===== config.mk =====
export PLATFORM = sky130hd
export DESIGN_NAME = alu_arbiter
export DESIGN_NICKNAME = d
export VERILOG_FILES = /design/src/rtl/alu_arbiter_pkg.sv /design/src/rtl/alu_arb_rr_pick.sv /design/src/rtl/alu_arbiter.sv
export SDC_FILE = /design/constraint.sdc
export NUM_CORES = 1
export LEC_CHECK = 0
export ABC_AREA = 1
export CAP_MARGIN = 10
export CORE_MARGIN = 4
export CORE_UTILIZATION = 42
export DETAILED_ROUTE_END_ITERATION = 10
export HOLD_SLACK_MARGIN = 0.15
export PLACE_DENSITY_LB_ADDON = 0.05
export SLEW_MARGIN = 10
export SYNTH_ARGS = -nofsm -noshare
export SYNTH_HDL_FRONTEND = slang
export SYNTH_HIERARCHICAL = 1
export SYNTH_SLANG_ARGS = --single-unit

===== constraint.sdc =====
create_clock -name clk -period 5.35 [get_ports clk]
set_input_delay 1.3375 -clock clk [delete_from_list [all_inputs] [get_ports clk]]
set_output_delay 1.3375 -clock clk [all_outputs]
set_load 0.01 [all_outputs]

===== src/rtl/alu_arbiter_pkg.sv =====
// Shared definitions for the alu arbiter: FSM state encoding, requester indices,
// default widths and the opcode list used by the alu behind the arbiter.
package alu_arbiter_pkg;

  localparam logic [1:0] ARB_IDLE  = 2'd0;
  localparam logic [1:0] ARB_ISSUE = 2'd1;
  localparam logic [1:0] ARB_RESP  = 2'd2;

  localparam int REQ_EXEC   = 0;
  localparam int REQ_BRANCH = 1;

  localparam int DATA_LENGTH_DEF        = 16;
  localparam int INSTRUCTION_LENGTH_DEF = 8;

  localparam logic [7:0] OP_NOP  = 8'h00;
  localparam logic [7:0] OP_ADD  = 8'h01;
  localparam logic [7:0] OP_SUB  = 8'h02;
  localparam logic [7:0] OP_INC  = 8'h03;
  localparam logic [7:0] OP_CMP  = 8'h04;
  localparam logic [7:0] OP_TEST = 8'h05;
  localparam logic [7:0] OP_SETC = 8'h06;
  localparam logic [7:0] OP_CLC  = 8'h07;
  localparam logic [7:0] OP_JL   = 8'h08;
  localparam logic [7:0] OP_JMP  = 8'h09;

  // Requester index of a one-hot winner vector.
  function automatic logic winner_idx(input logic [1:0] onehot);
    return onehot[REQ_BRANCH];
  endfunction

endpackage


===== src/rtl/alu_arb_rr_pick.sv =====
// Two-input round-robin picker: on a tie the requester that did not win last time wins.
module alu_arb_rr_pick (
  input  logic [1:0] req_valid,
  input  logic       rr_last,
  output logic [1:0] winner
);

  always_comb begin
    winner = 2'b00;
    case (req_valid)
      2'b01:   winner = 2'b01;
      2'b10:   winner = 2'b10;
      2'b11:   winner = rr_last ? 2'b01 : 2'b10;
      default: winner = 2'b00;
    endcase
  end

endmodule


===== src/rtl/alu_arbiter.sv =====
// Shares one combinational alu between the execute unit (0) and the branch unit (1),
// and owns the architectural flag register. Define ALU_ARB_FIXED_PRIO_EN for fixed priority.
module alu_arbiter
  import alu_arbiter_pkg::*;
#(
  parameter int dataLength        = DATA_LENGTH_DEF,
  parameter int instructionLength = INSTRUCTION_LENGTH_DEF
) (
  input  logic                         clk,
  input  logic                         reset,
  input  logic [1:0]                   req_valid,
  input  logic [instructionLength-1:0] req0_ir,
  input  logic [instructionLength-1:0] req1_ir,
  input  logic [dataLength-1:0]        req0_a,
  input  logic [dataLength-1:0]        req1_a,
  input  logic [dataLength-1:0]        req0_b,
  input  logic [dataLength-1:0]        req1_b,
  output logic [1:0]                   req_grant,
  output logic [1:0]                   resp_valid,
  input  logic [1:0]                   resp_ready,
  output logic [dataLength-1:0]        resp_data,
  output logic                         resp_wr,
  output logic                         flag_C,
  output logic                         flag_Z,
  output logic                         flag_S,
  output logic                         flag_V,
  output logic                         flag_P,
  output logic                         alu_enable,
  output logic [dataLength-1:0]        alu_in1,
  output logic [dataLength-1:0]        alu_in2,
  output logic [instructionLength-1:0] alu_ir,
  input  logic [dataLength-1:0]        alu_out,
  input  logic                         alu_ready,
  input  logic                         alu_C,
  input  logic                         alu_Z,
  input  logic                         alu_S,
  input  logic                         alu_V,
  input  logic                         alu_P,
  output logic [1:0]                   state_dbg
);

  // Handshake: req_grant[i] pulses for the single IDLE cycle in which requester i's
  // operands are captured; resp_valid[i] then holds in RESP until resp_ready[i] is
  // seen high on a rising edge, after which it drops and the arbiter returns to IDLE.

  logic [1:0]                   state;
  logic [1:0]                   winner;
  logic [1:0]                   pick;
  logic [4:0]                   flags;
  logic [dataLength-1:0]        op_a;
  logic [dataLength-1:0]        op_b;
  logic [instructionLength-1:0] op_ir;

`ifdef ALU_ARB_FIXED_PRIO_EN
  assign pick = req_valid[REQ_EXEC] ? 2'b01 : {req_valid[REQ_BRANCH], 1'b0};
`else
  logic rr_last;

  // Reset value 1 lets requester 0 win the first tie.
  always_ff @(posedge clk or posedge reset) begin
    if (reset)                   rr_last <= 1'b1;
    else if (state == ARB_ISSUE) rr_last <= winner_idx(winner);
  end

  alu_arb_rr_pick u_rr_pick (
    .req_valid (req_valid),
    .rr_last   (rr_last),
    .winner    (pick)
  );
`endif

  always_ff @(posedge clk or posedge reset) begin
    if (reset) begin
      state     <= ARB_IDLE;
      winner    <= 2'b00;
      op_a      <= '0;
      op_b      <= '0;
      op_ir     <= '0;
      resp_data <= '0;
      resp_wr   <= 1'b0;
      flags     <= 5'b0;
    end else begin
      case (state)
        ARB_IDLE: begin
          if (pick != 2'b00) begin
            winner <= pick;
            op_ir  <= pick[REQ_BRANCH] ? req1_ir : req0_ir;
            op_a   <= pick[REQ_BRANCH] ? req1_a  : req0_a;
            op_b   <= pick[REQ_BRANCH] ? req1_b  : req0_b;
            state  <= ARB_ISSUE;
          end
        end
        ARB_ISSUE: begin
          resp_data <= alu_out;
          resp_wr   <= alu_ready;
          flags     <= {alu_C, alu_Z, alu_S, alu_V, alu_P};
          state     <= ARB_RESP;
        end
        ARB_RESP: begin
          if ((resp_ready & winner) != 2'b00) state <= ARB_IDLE;
        end
        default: state <= ARB_IDLE;
      endcase
    end
  end

  // Grant is decoded combinationally so that acceptance shows in the IDLE cycle itself.
  assign req_grant  = (state == ARB_IDLE && !reset) ? pick : 2'b00;
  assign resp_valid = (state == ARB_RESP) ? winner : 2'b00;
  assign alu_enable = (state == ARB_ISSUE);
  assign alu_in1    = op_a;
  assign alu_in2    = op_b;
  assign alu_ir     = op_ir;
  assign {flag_C, flag_Z, flag_S, flag_V, flag_P} = flags;
  assign state_dbg  = state;

endmodule


==> results.md, run 1 <==
| Step | Metric | Value |
|:---|:---|:---|
| hold path | Endpoint with the worst hold slack | alu_in2[13] |
| synthesis | Unique masters post-synth | 16 |
| synthesis | Number of cells produced by synthesis | 431 |
| cells and area | Post-route cell area | 5150 um2 |
| cells and area | Post-layout net count | 707 |
| cells and area | Leading cell type in the layout, fill and taps excluded | sky130_fd_sc_hd__nand2_1 |
| critical path | Max Fanout on Critical Path | 3 |
| timing | Hold Fails Final Rpt | 0 |
| placed design | Area of placed instances | 4930 um2 |
| critical path | Type of destination of the critical path | output port |
| die | Number of cell rows | 31 |
| routing | Post-detailed-routing wire length | 9010 um |
| critical path | Data arrival time at the worst-slack endpoint | 2.90 ns |
| pwr | IR Drop Worst-Case VDD | 213 uV |
| timing | Total count of max-transition violations in the final report | 0 |
| global route | First-pass GRT wire length | 14000 um |
| routing | Overall via count from detail_route | 3146 |
| clock tree | Number of instances resized during post-cts repair | 0 |
| synthesis | Leading area contributor after synthesis | sky130_fd_sc_hd__dfrtp_1 |
| global route | Vias in the first global route | 2931 |
| critical path | Startpoint of the worst-slack reg-to-reg timing path | rr_last |
| critical path | Type of the setup path with the least slack | in2out |
| placed design | Detailed placement HPWL | 6690 um |
| synthesis | Most area-consuming cells after synthesis | sky130_fd_sc_hd__dfrtp_1 (52%), sky130_fd_sc_hd__nand2_1 (37%), sky130_fd_sc_hd__buf_6 (2.8%), sky130_fd_sc_hd__nand2_2 (2.4%), sky130_fd_sc_hd__buf_2 (1.6%) |
| clock tree | Cts bufs inserted | 9 |
| clock tree | Number of hold buffers added after CTS | 0 |
| cells and area | Number of inserted diodes | 0 |
| hold path | Hold/Removal Path Class | reg2reg |
| die | Floorplan die area | 9030 um2 |
| critical path | Logic depth of the worst register-to-register path | 7 |
| timing | Transition at the pin with the smallest max-transition slack | 0.944 ns |
| critical path | Setup slack, reg-to-reg | 3.08 ns |
| timing | Portion of the clock cycle consumed by the worst path in the final layout | 0.792 |
| pwr | Switching power | 0.979 mW |
| critical path | Startpoint types | input port |
| clock tree | Clock latency of the later-clocked register in the worst-skew pair | 0.32 ns |
| routing | Number of DRC violations after detailed routing | 0 |
| die | Starting density of the core | 0.436 |
| placed design | Buffers added on ports | 176 |
| critical path | CP Data Required Time | 4.01 ns |
| clock tree | Worst-case clock buffer depth | 2 |
| status | Result of the run | complete, no violations |
| pwr | Clock power frac | 0.175 |
| routing | Wire length per cell after detailed routing | 12.8 um |
| timing | Peak Freq | 0.236 GHz |
| timing | Final setup violating endpoints | 0 |
| routing | Vias per cell | 4.48 |
| pwr | Share of power burned in registers | 0.338 |
| die | Floorplan die width | 95.0 um |
| timing | Smallest setup slack after layout | 1.11 ns |
| hold path | Worst Hold Depth | 2 |
| die | Top-level port count | 177 |
| clock tree | CTS HTree Levels | 3 |
| synthesis | Post-Syn Nets | 539 |
| critical path | Reg-to-Reg End | alu_ir[6] |
| timing | Worst hold slack | 0.482 ns |
| die | Core region area | 7290 um2 |
| synthesis | Synth Register Bits | 67 |
| routing | Initial detailed-routing violation count | 76 |
| clock tree | TritonCTS clock tree | done |
| timing | Worst rel slew slack | 0.370 |
| timing | Post-layout minimum cycle time | 4.24 ns |
| flow run | Number of maximum-capacitance violations | 0 |
| timing | RSZ-0062 raised after global routing | no |
| synthesis | Fraction of post-synthesis cell area in the top cell type by area | 0.519 |
| synthesis | Synthesis Warnings | 6 |
| timing | Final setup skew | 0.00866 ns |
| synthesis | Sequential-to-total area share from yosys stat | 0.528 |
| global route | All-layer global routing usage | 0.197 |
| clock tree | Root buffer selected by CTS | sky130_fd_sc_hd__clkbuf_8 |
| cells and area | Fraction of layout cells with a size suffix above 1 | 0.0613 |
| routing | 1st-pass router iterations | 4 |
| hold path | Launch instance of the worst min-delay path | alu_in2[13] |
| synthesis | Synth Area per Inst | 7.38 um2 |
| die | Overall die height | 95.0 um |
| placed design | Worst setup slack before clock tree synthesis | 1.11 ns |
| placed design | Placer's final routability congestion estimate | 0.744 |
| global route | GRT overflow | 0 |
| routing | Number of antenna-violating nets in the routed design | 0 |
| clock tree | CTS sink cnt | 67 |
| clock tree | Clk pin slew, worst setup/hold paths | 0.06 ns |
| cells and area | Most frequent cells in the layout | sky130_fd_sc_hd__nand2_1 (310), sky130_fd_sc_hd__clkdlybuf4s50_1 (176), sky130_fd_sc_hd__dfrtp_1 (66) |
| synthesis | Post-synthesis instance area | 3180 um2 |
| global route | Pin count of the biggest net entering global routing | 45 |
| global route | Antenna violations before repair | 0 |
| pwr | Pint | 1.67 mW |
| clock tree | Post-CTS setup buffer count | 0 |
| cells and area | Area delta synth->final | 62.1% |
| pwr | Power per cell area | 515 nW/um2 |
| pwr | Sw Share | 0.369 |
| timing | Setup TNS Final | 0 ns |
| pwr | Part of the total power dissipated in combinational logic | 0.486 |
| pwr | Leakage component of the power | 2.64 nW |
==> power groups by stage <==
stage                     Clock, mW  Sequential, mW  Combinational [mW]
after floorplan                   0            1.00               0.567
after global placement            0           0.890                1.29
after detailed placement          0           0.903                1.31
after CTS                     0.479           0.898                1.32
after global routing          0.499           0.930                1.43
final                         0.465           0.898                1.29
==> Yosys cell counts <==
master                    instances
sky130_fd_sc_hd__dfstp_2          1
sky130_fd_sc_hd__buf_6            8
sky130_fd_sc_hd__nor2_1           5
sky130_fd_sc_hd__nand2_1        310
sky130_fd_sc_hd__nor2_2           1
sky130_fd_sc_hd__o21ai_0          2
sky130_fd_sc_hd__dfrtp_1         66
sky130_fd_sc_hd__inv_1            8
sky130_fd_sc_hd__buf_2           10
sky130_fd_sc_hd__nor2_4           1
sky130_fd_sc_hd__nand3_1          1
sky130_fd_sc_hd__nand2_2         12
sky130_fd_sc_hd__nand2_4          1
sky130_fd_sc_hd__a21oi_1          1
sky130_fd_sc_hd__buf_4            3
sky130_fd_sc_hd__inv_2            1
==> sequential cells by signal, summed over array words and instances (netlist names) <==
register and count:
alu_in1 16, alu_in2 16, resp_data 16, alu_ir 8, flags 5, state_dbg 2
winner 2, resp_wr 1, rr_last 1
==> worst max-delay path, cell delays in order <==
cell and delay [ns]:
sky130_fd_sc_hd__clkdlybuf4s50_1 0.54, sky130_fd_sc_hd__nand3_1 0.09, sky130_fd_sc_hd__nand2_1 0.12, sky130_fd_sc_hd__nand2_1 0.13
sky130_fd_sc_hd__nor2_1 0.13, sky130_fd_sc_hd__clkdlybuf4s50_1 0.55
==> final cells by class <==
class | count | area (um2)
Clock buffer | 10 | 138
Clock inverter | 6 | 87.6
Fill cell | 605 | 2140
Inverter | 9 | 33.8
Multi-Input combinational cell | 334 | 1320
Sequential cell | 67 | 1680
Tap cell | 99 | 124
Timing Repair Buffer | 178 | 1780
==> cells by family after synthesis <==
family	after synthesis	share of synthesized area
buf+inv	30	0.0618
simple gates	331	0.406
compound gates	3	0.00472
flops	67	0.528
==> metrics by stage <==
step | std cells | util | total power, mW
finish | 703 | 0.707 | 2.65
global route | 703 | 0.707 | 2.86
CTS | 703 | 0.707 | 2.70
detailed placement | 687 | 0.676 | 2.22
global placement | 687 | 0.676 | 2.18
floorplan | 431 | - | 1.57
==> worst max-delay path by stage <==
stage,startpoint,to,slack (ns),cells past startpoint
after CTS,req_valid[0],req_grant[0],1.09,6
after global placement,req_valid[0],req_grant[0],1.14,6
after detailed placement,req_valid[0],req_grant[0],1.11,6
after floorplan,req_valid[1],req_grant[1],1.95,6
final,req_valid[0],req_grant[0],1.11,6
after global routing,req_valid[0],req_grant[0],0.97,6
==> per-layer routing <==
| metal | track usage | routed length [um] | up-vias |
|---|---|---|---|
| met4 | 0.0601 | 59 | 0 |
| met5 | 0 | 0 | - |
| met1 | 0.248 | 3720 | 1420 |
| met3 | 0.0616 | 896 | 5 |
| li1 | - | - | 1614 |
| met2 | 0.327 | 4340 | 107 |
Note: power is estimated with default switching activity, not from simulation.
==> run 2: changes to the inputs <==
- CORE_UTILIZATION: 42 -> 35
- clock period: 5.35 -> 3.4 ns (I/O delays scaled with it)
==> run 2 against run 1 <==
Against the previous run: die area rose by 18%; final cell count increased by 1.7%; count of clock-buffer cells in the layout grew 1; global-route usage decreased by 2.1 points; final area increased by 0.46%; first-iteration DRC count increased by 99%; total power rose by 55%; combinational power is 60% higher; largest cell class unchanged; core utilization down 12 points.
==> results.md, run 2 (synthesis gave the netlist of run 1 again) <==
| Step | Metric | Value | Delta |
|:---|:---|:---|:---|
| status | Result of the run | complete, no violations | unchanged |
| cells and area | Leading cell type in the layout, fill and taps excluded | sky130_fd_sc_hd__nand2_1 | unchanged |
| die | Floorplan die area | 10700 um2 | was 9030 um2 |
| critical path | Max Fanout on Critical Path | 3 | unchanged |
| die | Core region area | 8760 um2 | was 7290 um2 |
| timing | Setup TNS Final | 0 ns | unchanged |
| timing | Worst rel slew slack | 0.668 | was 0.370 |
| timing | Hold Fails Final Rpt | 0 | unchanged |
| timing | Final setup skew | 0.00743 ns | was 0.00866 ns |
| timing | Portion of the clock cycle consumed by the worst path in the final layout | 0.930 |  |
| pwr | Power per cell area | 794 nW/um2 | was 515 nW/um2 |
| global route | First-pass GRT wire length | 14600 um | was 14000 um |
| critical path | Reg-to-Reg End | alu_in1[2] | was alu_ir[6] |
| critical path | Data arrival time at the worst-slack endpoint | 2.31 ns | was 2.90 ns |
| critical path | Logic depth of the worst register-to-register path | 8 | was 7 |
| hold path | Worst Hold Depth | 2 | unchanged |
| cells and area | Fraction of layout cells with a size suffix above 1 | 0.0643 | was 0.0613 |
| die | Starting density of the core | 0.363 | was 0.436 |
| clock tree | TritonCTS clock tree | done | unchanged |
| critical path | Startpoint types | input port | unchanged |
| pwr | Final Total Pwr | 4.11 mW | was 2.65 mW |
| routing | 1st-pass router iterations | 6 | was 4 |
| global route | Vias in the first global route | 3055 | was 2931 |
| die | Overall die height | 103 um | was 95.0 um |
| hold path | Hold/Removal Path Class | reg2reg | unchanged |
| pwr | Leakage component of the power | 2.66 nW | was 2.64 nW |
| timing | Total count of max-transition violations in the final report | 0 | unchanged |
| critical path | Type of destination of the critical path | output port | unchanged |
| die | Number of cell rows | 34 | was 31 |
| placed design | Placed instance count | 700 | was 687 |
| critical path | Most frequent cell on the critical path | sky130_fd_sc_hd__clkdlybuf4s50_1 |  |
| pwr | Pint | 2.58 mW | was 1.67 mW |
| timing | Worst hold slack | 0.478 ns | was 0.482 ns |
| critical path | Crit path max-delay cell type | sky130_fd_sc_hd__clkdlybuf4s50_1 | unchanged |
| critical path | Largest stage delay on the critical path | 0.55 ns | about the same |
| cells and area | Post-layout net count | 711 | was 707 |
| die | Top-level port count | 177 | unchanged |
| placed design | Buffers added on ports | 176 | unchanged |
| cells and area | Area delta synth->final | 62.8% | was 62.1% |
| critical path | Total number of cells along the worst setup path | 6 | unchanged |
| global route | Pin count of the biggest net entering global routing | 61 | was 45 |
| critical path | Setup slack, reg-to-reg | 1.60 ns | was 3.08 ns |
| critical path | CP Cell Sequence | clkdlybuf4s50_1 > inv_1 > a21oi_4 > nand2_1 > nor2_1 > clkdlybuf4s50_1 | was clkdlybuf4s50_1 > nand3_1 > nand2_1 > nand2_1 > nor2_1 > clkdlybuf4s50_1 |
| cells and area | Number of inserted diodes | 0 | unchanged |
| critical path | Count of buffering cells on the critical path with inverters included | 3 | was 2 |
| pwr | Switching power | 1.54 mW | was 0.979 mW |
| die | Floorplan die width | 103 um | was 95.0 um |
| routing | Overall via count from detail_route | 3152 | was 3146 |
| pwr | Share of power burned in registers | 0.342 | was 0.338 |
| clock tree | CTS HTree Levels | 3 | unchanged |
| timing | Smallest setup slack after layout | 0.236 ns | was 1.11 ns |
| critical path | Type of the setup path with the least slack | in2out | unchanged |
| pwr | Part of the total power dissipated in combinational logic | 0.500 | was 0.486 |
| critical path | CP Data Required Time | 2.55 ns | was 4.01 ns |
| placed design | Detailed placement HPWL | 6670 um | was 6690 um |
| global route | All-layer global routing usage | 0.177 | was 0.197 |
| flow run | Number of maximum-capacitance violations | 0 | unchanged |
| routing | Wire length per cell after detailed routing | 13.0 um | was 12.8 um |
| clock tree | Worst-case clock buffer depth | 2 | unchanged |
| pwr | Sw Share | 0.374 | was 0.369 |
| critical path | Family with the most delay on the worst path | buffers and inverters | unchanged |
| clock tree | Root buffer selected by CTS | sky130_fd_sc_hd__clkbuf_8 | unchanged |
| routing | Number of DRC violations after detailed routing | 0 | unchanged |
| timing | Post-layout minimum cycle time | 3.16 ns |  |
| clock tree | Cts bufs inserted | 9 | unchanged |
| clock tree | CTS sink cnt | 67 | unchanged |
| clock tree | Post-CTS setup buffer count | 0 | unchanged |
| critical path | Critical Path Start | req_valid[1] | was req_valid[0] |
| global route | Antenna violations before repair | 0 | unchanged |
| critical path | End point of the critical path | req_grant[1] | was req_grant[0] |
| pwr | IR Drop Worst-Case VDD | 342 uV | was 213 uV |
| cells and area | Non-filler instance count after layout | 715 | was 703 |
| routing | Initial detailed-routing violation count | 151 | was 76 |
| cells and area | Most frequent cells in the layout | sky130_fd_sc_hd__nand2_1 (310), sky130_fd_sc_hd__clkdlybuf4s50_1 (175), sky130_fd_sc_hd__dfrtp_1 (66) | was sky130_fd_sc_hd__nand2_1 (310), sky130_fd_sc_hd__clkdlybuf4s50_1 (176), sky130_fd_sc_hd__dfrtp_1 (66) |
| routing | Post-detailed-routing wire length | 9290 um | was 9010 um |
| timing | Transition at the pin with the smallest max-transition slack | 0.498 ns | was 0.944 ns |
| clock tree | Clk pin slew, worst setup/hold paths | 0.07 ns | was 0.06 ns |
| critical path | Startpoint of the worst-slack reg-to-reg timing path | rr_last | unchanged |
| routing | Vias per cell | 4.41 | was 4.48 |
| timing | Final setup violating endpoints | 0 | unchanged |
| global route | GRT overflow | 0 | unchanged |
| timing | RSZ-0062 raised after global routing | no | unchanged |
| placed design | Placer's final routability congestion estimate | 0.742 | was 0.744 |
| pwr | Clock power frac | 0.159 | was 0.175 |
| timing | Peak Freq | 0.316 GHz |  |
| placed design | Worst setup slack before clock tree synthesis | 0.152 ns | was 1.11 ns |
| routing | Number of antenna-violating nets in the routed design | 0 | unchanged |
| clock tree | Clock latency of the later-clocked register in the worst-skew pair | 0.33 ns | was 0.32 ns |
run 2: cell count changes in the layout (fill, tap and decap cells not counted), sizes merged:
cell / change
clkbuf: +1
buf: +4
bufinv: -1
clkinvlp: +1
clkinv: -1
inv: -1
dlymetal6s2s: +1
clkdlybuf4s50: -1
run 2: final cells by class:
cell class | instances | area [um2]
fillers | 811 | 3580
repair buffers | 182 | 1820
flip-flops and latches | 67 | 1680
multi-input cells | 334 | 1320
clock buffers | 11 | 141
well taps | 108 | 135
clock inverters | 4 | 51.3
inverters | 9 | 33.8
run 2: metal layers:
layer / part of all wire / up-vias / track usage
met2: 0.47 / 111 / 0.278
met3: 0.090 / 6 / 0.0617
met5: 0 / - / 0
met1: 0.43 / 1419 / 0.230
met4: 0.011 / 0 / 0.0538
li1: - / 1616 / -
run 2: power groups by stage:
stage	combinational (mW)	clock, mW	sequential, mW
6_report	2.06	0.652	1.41
2_1_floorplan	0.892	0	1.57
3_3_place_gp	2.08	0	1.40
5_1_grt	2.30	0.711	1.46
3_5_place_dp	2.10	0	1.42
4_1_cts	2.11	0.677	1.41
run 2: worst min path at each step:
stage	start	to	slack (ns)
2_1_floorplan	winner[0]	winner[0]	0.46
3_3_place_gp	alu_in1[7]	alu_in1[7]	0.46
3_5_place_dp	alu_in2[11]	alu_in2[11]	0.46
4_1_cts	resp_data[1]	resp_data[1]	0.48
5_1_grt	alu_in1[13]	alu_in1[13]	0.50
6_report	resp_data[1]	resp_data[1]	0.48
run 2: tightest hold or removal path, stage by stage (launching register included):
cell and delay [ns]:
sky130_fd_sc_hd__dfrtp_1 0.34, sky130_fd_sc_hd__nand2_1 0.05, sky130_fd_sc_hd__nand2_1 0.05
run 2: what timing repair did:
action / CTS / global route
gates resized for setup: 0 / 1
hold buffers: 0 / 0
setup endpoints to repair: 0 / 1
run 2: stage by stage:
step / utilization / cell area, um2
after global placement: 0.569 / 4980
after detailed placement: 0.569 / 4980
final: 0.591 / 5180
after global routing: 0.591 / 5180
after floorplan: - / 3180
after CTS: 0.591 / 5180
